`src/rtl/mdu_pkg.sv`:
```
// Shared types and op-decode helpers for the RV32M multiply/divide unit.
package mdu_pkg;

  typedef enum logic [2:0] {
    OP_MUL, OP_MULH, OP_MULHSU, OP_MULHU, OP_DIV, OP_DIVU, OP_REM, OP_REMU
  } mdu_op_e;

  typedef enum logic [2:0] {
    S_IDLE, S_MUL, S_DIV, S_FIXUP, S_DONE
  } mdu_state_e;

  function automatic logic is_div(mdu_op_e op);
    return (op == OP_DIV) || (op == OP_DIVU) || (op == OP_REM) || (op == OP_REMU);
  endfunction

  function automatic logic is_rem(mdu_op_e op);
    return (op == OP_REM) || (op == OP_REMU);
  endfunction

  function automatic logic is_signed_a(mdu_op_e op);
    return (op == OP_MULH) || (op == OP_MULHSU) || (op == OP_DIV) || (op == OP_REM);
  endfunction

  function automatic logic is_signed_b(mdu_op_e op);
    return (op == OP_MULH) || (op == OP_DIV) || (op == OP_REM);
  endfunction

endpackage

```
`src/rtl/ex_muldiv_divstep.sv`:
```
// Combinational restoring-division step retiring STEP quotient bits, MSB first.
module mdu_divstep #(
  parameter int XLEN = 32,
  parameter int STEP = 1
) (
  input  logic [XLEN-1:0] rem_i,
  input  logic [XLEN-1:0] quot_i,
  input  logic [XLEN-1:0] div_i,
  output logic [XLEN-1:0] rem_o,
  output logic [XLEN-1:0] quot_o
);

  logic [XLEN:0]   t;
  logic [XLEN-1:0] r, q;

  always_comb begin
    t = '0;
    r = rem_i;
    q = quot_i;
    for (int k = 0; k < STEP; k++) begin
      t = {r, q[XLEN-1]};
      q = {q[XLEN-2:0], 1'b0};
      if (t >= {1'b0, div_i}) begin
        t    = t - {1'b0, div_i};
        q[0] = 1'b1;
      end
      r = t[XLEN-1:0];
    end
    rem_o  = r;
    quot_o = q;
  end

endmodule

```
`src/rtl/ex_muldiv.sv`:
```
// Iterative RV32M multiply/divide unit beside the EX-stage ALU.
// Optional MDU_FAST_MUL_EN: single-cycle MUL* through a hardware multiplier.
module ex_muldiv
  import mdu_pkg::*;
#(
  parameter int XLEN = 32,
  parameter int STEP = 1
) (
  input  logic            clk,
  input  logic            rst,
  input  logic            req_valid,
  output logic            req_ready,
  input  logic [2:0]      req_op,
  input  logic [XLEN-1:0] req_a,
  input  logic [XLEN-1:0] req_b,
  input  logic [4:0]      req_rd,
  input  logic            flush,
  output logic            busy,
  output logic            resp_valid,
  input  logic            resp_ready,
  output logic [XLEN-1:0] resp_data,
  output logic [4:0]      resp_rd
);

  localparam int N  = XLEN / STEP;
  localparam int CW = $clog2(N + 1);
  localparam logic [CW-1:0] NCNT = CW'(N);

  mdu_state_e        state_q;
  mdu_op_e           op_q, op;
  logic [2*XLEN-1:0] acc_q;     // mul: {partial hi, multiplier}; div: {rem, quot}
  logic [XLEN-1:0]   opnd_q;    // multiplicand or divisor magnitude
  logic              res_neg_q;
  logic [CW-1:0]     cnt_q;
  logic [XLEN-1:0]   data_q;
  logic [4:0]        rd_q;

  logic              a_neg, b_neg, div_zero, div_ovf;
  logic [XLEN-1:0]   a_mag, b_mag, spec_res;
  logic [2*XLEN:0]   mtmp;
  logic [XLEN:0]     msum;
  logic [2*XLEN-1:0] mul_d, full;
  logic [XLEN-1:0]   rem_d, quot_d, mul_res, dval, div_res;

  assign op = mdu_op_e'(req_op);

  always_comb begin
    a_neg    = is_signed_a(op) && req_a[XLEN-1];
    b_neg    = is_signed_b(op) && req_b[XLEN-1];
    a_mag    = a_neg ? -req_a : req_a;
    b_mag    = b_neg ? -req_b : req_b;
    div_zero = (req_b == '0);
    div_ovf  = is_div(op) && is_signed_b(op) && (&req_b) &&
               (req_a == {1'b1, {(XLEN-1){1'b0}}});
    if (is_rem(op)) spec_res = div_zero ? req_a : '0;
    else            spec_res = div_zero ? '1 : req_a;
  end

  // Shift-add: add multiplicand into the high half when the current multiplier LSB is set.
  always_comb begin
    msum = '0;
    mtmp = {1'b0, acc_q};
    for (int k = 0; k < STEP; k++) begin
      if (mtmp[0]) begin
        msum = {1'b0, mtmp[2*XLEN-1:XLEN]} + {1'b0, opnd_q};
        mtmp[2*XLEN:XLEN] = msum;
      end
      mtmp = mtmp >> 1;
    end
    mul_d = mtmp[2*XLEN-1:0];
  end

  mdu_divstep #(.XLEN(XLEN), .STEP(STEP)) u_divstep (
    .rem_i  (acc_q[2*XLEN-1:XLEN]),
    .quot_i (acc_q[XLEN-1:0]),
    .div_i  (opnd_q),
    .rem_o  (rem_d),
    .quot_o (quot_d)
  );

  always_comb begin
    full    = res_neg_q ? -acc_q : acc_q;
    mul_res = (op_q == OP_MUL) ? full[XLEN-1:0] : full[2*XLEN-1:XLEN];
    dval    = is_rem(op_q) ? acc_q[2*XLEN-1:XLEN] : acc_q[XLEN-1:0];
    div_res = res_neg_q ? -dval : dval;
  end

`ifdef MDU_FAST_MUL_EN
  logic [2*XLEN-1:0] a_ext, b_ext, prod;
  assign a_ext = {{XLEN{a_neg}}, req_a};
  assign b_ext = {{XLEN{b_neg}}, req_b};
  assign prod  = a_ext * b_ext;
`endif

  always_ff @(posedge clk) begin
    if (rst) begin
      state_q   <= S_IDLE;
      op_q      <= OP_MUL;
      acc_q     <= '0;
      opnd_q    <= '0;
      res_neg_q <= 1'b0;
      cnt_q     <= '0;
      data_q    <= '0;
      rd_q      <= '0;
    end else if (flush) begin
      state_q <= S_IDLE;
    end else begin
      case (state_q)
        S_IDLE: if (req_valid) begin
          op_q  <= op;
          rd_q  <= req_rd;
          cnt_q <= NCNT;
          if (is_div(op)) begin
            if (div_zero || div_ovf) begin
              data_q  <= spec_res;
              state_q <= S_DONE;
            end else begin
              acc_q     <= {{XLEN{1'b0}}, a_mag};
              opnd_q    <= b_mag;
              res_neg_q <= is_rem(op) ? a_neg : (a_neg ^ b_neg);
              state_q   <= S_DIV;
            end
          end else begin
`ifdef MDU_FAST_MUL_EN
            data_q  <= (op == OP_MUL) ? prod[XLEN-1:0] : prod[2*XLEN-1:XLEN];
            state_q <= S_DONE;
`else
            acc_q     <= {{XLEN{1'b0}}, b_mag};
            opnd_q    <= a_mag;
            res_neg_q <= a_neg ^ b_neg;
            state_q   <= S_MUL;
`endif
          end
        end
        S_MUL: begin
          acc_q <= mul_d;
          cnt_q <= cnt_q - 1'b1;
          if (cnt_q == CW'(1)) state_q <= S_FIXUP;
        end
        S_DIV: begin
          acc_q <= {rem_d, quot_d};
          cnt_q <= cnt_q - 1'b1;
          if (cnt_q == CW'(1)) state_q <= S_FIXUP;
        end
        S_FIXUP: begin
          data_q  <= is_div(op_q) ? div_res : mul_res;
          state_q <= S_DONE;
        end
        S_DONE: if (resp_ready) state_q <= S_IDLE;
        default: state_q <= S_IDLE;
      endcase
    end
  end

  assign req_ready  = (state_q == S_IDLE) && !flush;
  assign busy       = (state_q != S_IDLE);
  assign resp_valid = (state_q == S_DONE);
  assign resp_data  = data_q;
  assign resp_rd    = rd_q;

endmodule
```
`config.mk`:
```
export PLATFORM = sky130hd
export DESIGN_NAME = ex_muldiv
export DESIGN_NICKNAME = d
export VERILOG_FILES = /design/src/rtl/mdu_pkg.sv /design/src/rtl/ex_muldiv_divstep.sv /design/src/rtl/ex_muldiv.sv
export SDC_FILE = /design/constraint.sdc
export NUM_CORES = 1
export LEC_CHECK = 0
export CAP_MARGIN = 20
export CORE_MARGIN = 3
export CORE_UTILIZATION = 50
export DETAILED_ROUTE_END_ITERATION = 7
export HOLD_SLACK_MARGIN = 0.05
export PLACE_DENSITY = 0.76
export SETUP_SLACK_MARGIN = 0.1
export SLEW_MARGIN = 20
export SYNTH_ARGS = -nofsm -noshare
export SYNTH_HDL_FRONTEND = slang
export SYNTH_SLANG_ARGS = --single-unit
```
`constraint.sdc`:
```
create_clock -name clk -period 4.1 [get_ports clk]
set_input_delay 0.82 -clock clk [delete_from_list [all_inputs] [get_ports clk]]
set_output_delay 0.82 -clock clk [all_outputs]
set_load 0.1 [all_outputs]
```
==> summary.txt, run 1 <==
Status
  • Status: complete, no violations

Worst setup path
  • CP dominant cell by count: buf_4
  • Critical path, cell by cell: buf_4 -> and2_1 -> a21oi_1 -> nand4b_1 -> nor4_1 -> buf_4 -> nand2_1 -> buf_4 -> o21ai_0 -> xor2_1 -> a2111oi_0 -> buf_4 -> nor3_1
  • Reg2reg end: resp_data[22]$_SDFFE_PP0P_
  • Worst-path fanout max: 24
  • CP max stage cell: and2_1
  • CP peak stage delay: ~630 ps
  • R2r worst-path depth: 13
  • Reg-to-reg startpoint: op_q[2]$_SDFFE_PP0P_
  • CP top delay family: simple AND/OR/NAND/NOR gates
  • Worst EP arrival: 4210 ps
  • Worst Path Required: 4460 ps
  • WS Path Type: reg2reg
  • Startpoint Class: flop
  • Critical path endpoint category: flop
  • Flop2flop setup slack: 250 ps
  • Buf/Inv on CP: 4

Layout
  • Fillcell total: about 3000
  • Final instance area: 19100 um2
  • Final cell count without fillers: 2811
  • Layout area overhead: 17.8%
  • Share of cells above drive strength 1: 0.119
  • Fin nets: between 2000 and 3000

GRT
  • First-pass GRT wire length: between 100000 and 150000 um
  • Met3 usage: 0.0989
  • GRT Total Usage: 0.412
  • Vias in the first global route: about 18000
  • Met1 Use GR: 0.563
  • Busiest grt layer: met2
  • Largest net degree at the start of global routing: 85
  • Initial antenna violation count: 3
  • Met2 global-route usage: 0.608
  • Global route total overflow: 0

Synth
  • Sequential share of the synthesized area: 0.180
  • Top FF cell, synth: dfxtp_1
  • Post-synth EDFFs: 0
  • Post-synthesis cell area: between 15000 and 20000 um2
  • Syn avg cell area: about 7 um2
  • Yosys reg bits: between 100 and 150
  • Largest area contributor in the netlist: dfxtp_1
  • YS warnings: 0
  • Synth async-reset ratio: 0
  • Syn Inst Count: between 2000 and 2500
  • Top post-synthesis cells by area: dfxtp_1 18%, a21oi_1 6.8%, ha_1 5.5%
  • Synth cell count leaders: 229 x nor2_1, 226 x nand2_1, 220 x a21oi_1, 167 x o21ai_0, 151 x clkbuf_1
  • Cell variety after synth: 90
  • Top-count cell post-synth: nor2_1
  • Syn_nets: around 2400
  • Yosys top cell area share: 0.180

Flow run
  • Number of max-cap violations: 0

Detailed routing
  • Iteration count of the initial detailed-routing pass: 6
  • Number of remaining DRC errors: 0
  • Initial detailed-routing violation count: 2492
  • Vias per Instance: between 6 and 7
  • Routed WL: about 72000 um
  • DRT antenna net count: 0
  • Vias: 18900
  • Per-cell routed wire length: about 26 um

Clock network
  • Worst-Skew Late Latency: ~450 ps
  • H-Tree Depth: 4
  • CTS sink count: 146
  • Clock-pin slew on the worst setup and hold paths: 70 ps
  • Max Root-Sink Buffers: 2
  • Total CTS buffers: 17
  • Clk root buf: clkbuf_16
  • Cts hold-fix bufs: 0
  • CTS tree: built

Place
  • Area post-placement: around 18000 um2
  • DP Cell Count: ~2800
  • Port buffer count: around 120
  • Post-DP HPWL: around 57000 um
  • GPL Wtd Cong: roughly 1.1

Floorplanning
  • Die area: roughly 35000 um2
  • Width of the die: between 150 and 200 um
  • Row cnt: 65
  • Core ar.: 31700 um2
  • Die Ht: approximately 190 um
  • Starting Density: 0.511
  • # IOs: around 120

STA
  • Unrepaired setup endpoints after global routing: no
  • Clock skew: 14.2 ps
  • Worst Tran Pin Value: 1020 ps
  • Final setup violating endpoints: 0
  • Number of hold violations in the final report: 0
  • Relative slew slack: 0.315
  • Fin crit share: 0.939
  • Final TNS setup: 0 ps
  • Max Slew Vio Count: 0
  • Post-layout min period: 3850 ps
  • Max Clk Rate: ~260 MHz

Power
  • Static Leak: around 7.3 nW
  • Power density over cell area: between 300 and 400 nW/um2
  • Max VDD drop: between 200 and 250 uV

Hold path
  • WHS Endpoint: resp_rd[4]$_SDFFE_PP0P_
  • HP Class: reg2reg
  • Hold Startpoint: resp_rd[4]$_SDFFE_PP0P_
  • Hold-critical path depth: 2
==> routing by layer <==
layer | routed length, um | vias to the layer above
met5 | 13 | -
met4 | 4030 | 2
met3 | 8600 | 235
met2 | 29900 | 1212
met1 | 29700 | 8812
li1 | - | 8627
==> sequential cells by signal (all words and copies together), names as in the netlist <==
signal / cells
acc_q: 64
op_q: 3
cnt_q: 6
resp_data: 32
state_q: 3
opnd_q: 32
resp_rd: 5
res_neg_q: 1
==> what timing repair did <==
item / in CTS / in global routing
buffers inserted: 0 / 0
gates resized for setup: 0 / 1
setup endpoints to repair: 0 / 1
==> cell type report <==
cell class                      instances  area, um2  share of cell area
Tap cell                              402        503              0.0264
Multi-Input combinational cell       1866      12200               0.639
Clock inverter                         13        174             0.00912
Inverter                               70        263              0.0138
Timing Repair Buffer                  294       2580               0.136
Antenna cell                            1       2.50            0.000131
Clock buffer                           19        433              0.0227
Sequential cell                       146       2930               0.153
==> metrics by stage <==
stage	utilization	hold slack (ps)	setup slack, ps	power, mW
finish	0.601	459	251	6.05
global route	0.601	486	142	6.30
CTS	0.601	458	365	5.96
detailed placement	0.582	448	-2.75	4.30
global placement	0.582	441	1.35	4.28
floorplan	-	449	352	3.33
==> tightest hold or removal path: stages (launching register included) <==
cell     delay [ps]
dfxtp_1         310
nand2_1          50
a21oi_1          50
==> placed cells by master, fill, tap and decap left out, drive strengths merged, types with 8 or more instances in the layout <==
| cell | count |
|---|---|
| nor2b | 12 |
| dfxtp | 146 |
| nand4 | 26 |
| or4 | 20 |
| inv | 73 |
| o21a | 10 |
| ha | 71 |
| a311oi | 13 |
| nor2 | 229 |
| mux2 | 10 |
| a211oi | 70 |
| or2 | 14 |
| or3 | 19 |
| o41ai | 21 |
| o211ai | 50 |
| nand2b | 17 |
| a221oi | 32 |
| o21bai | 10 |
| o221a | 12 |
| o31ai | 44 |
| nor4 | 27 |
| xnor2 | 100 |
| a221o | 12 |
| a21o | 22 |
| mux2i | 64 |
| nand3 | 39 |
| nand2 | 226 |
| a31oi | 22 |
| nor3 | 70 |
| and3 | 8 |
| clkdlybuf4s50 | 112 |
| buf | 182 |
| o21ai | 170 |
| o22ai | 8 |
| xor2 | 99 |
| a21oi | 221 |
| clkbuf | 19 |
==> power breakdown <==
group	switching (mW)	leakage (nW)	internal [mW]
Combinational	1.72	5.78	1.04
Sequential	0.121	1.19	1.50
Clock	0.703	0.279	0.968
==> worst max path at each step <==
stage                                 start                          to  slack (ps)  cells past startpoint
CTS                    op_q[2]$_SDFFE_PP0P_  resp_data[31]$_SDFFE_PP0P_         360                     10
global route         acc_q[31]$_SDFFE_PP0P_      acc_q[60]$_SDFFE_PP0P_         140                     14
finish                 op_q[2]$_SDFFE_PP0P_  resp_data[22]$_SDFFE_PP0P_         250                     13
floorplan           state_q[2]$_SDFFE_PP0P_      opnd_q[1]$_SDFFE_PP0P_         350                      9
global placement                  req_b[14]      acc_q[59]$_SDFFE_PP0P_           1                     10
detailed placement                req_b[14]      acc_q[59]$_SDFFE_PP0P_          -3                     10
==> kinds of logic after synthesis <==
logic type	synth area share
xor+xnor	0.108
mux	0.0465
simple gates	0.221
compound gates	0.317
buf+inv	0.0692
fa+ha+maj	0.0580
flops	0.180
Power figures use the tool's default switching activity.
==> inputs of run 2 (changes only) <==
Settings changed: SLEW_MARGIN 20 to unset, TNS_END_PERCENT set to 1.
==> results of run 2 <==
Same layout as run 1: the final DEF is identical, and so are final timing and power.
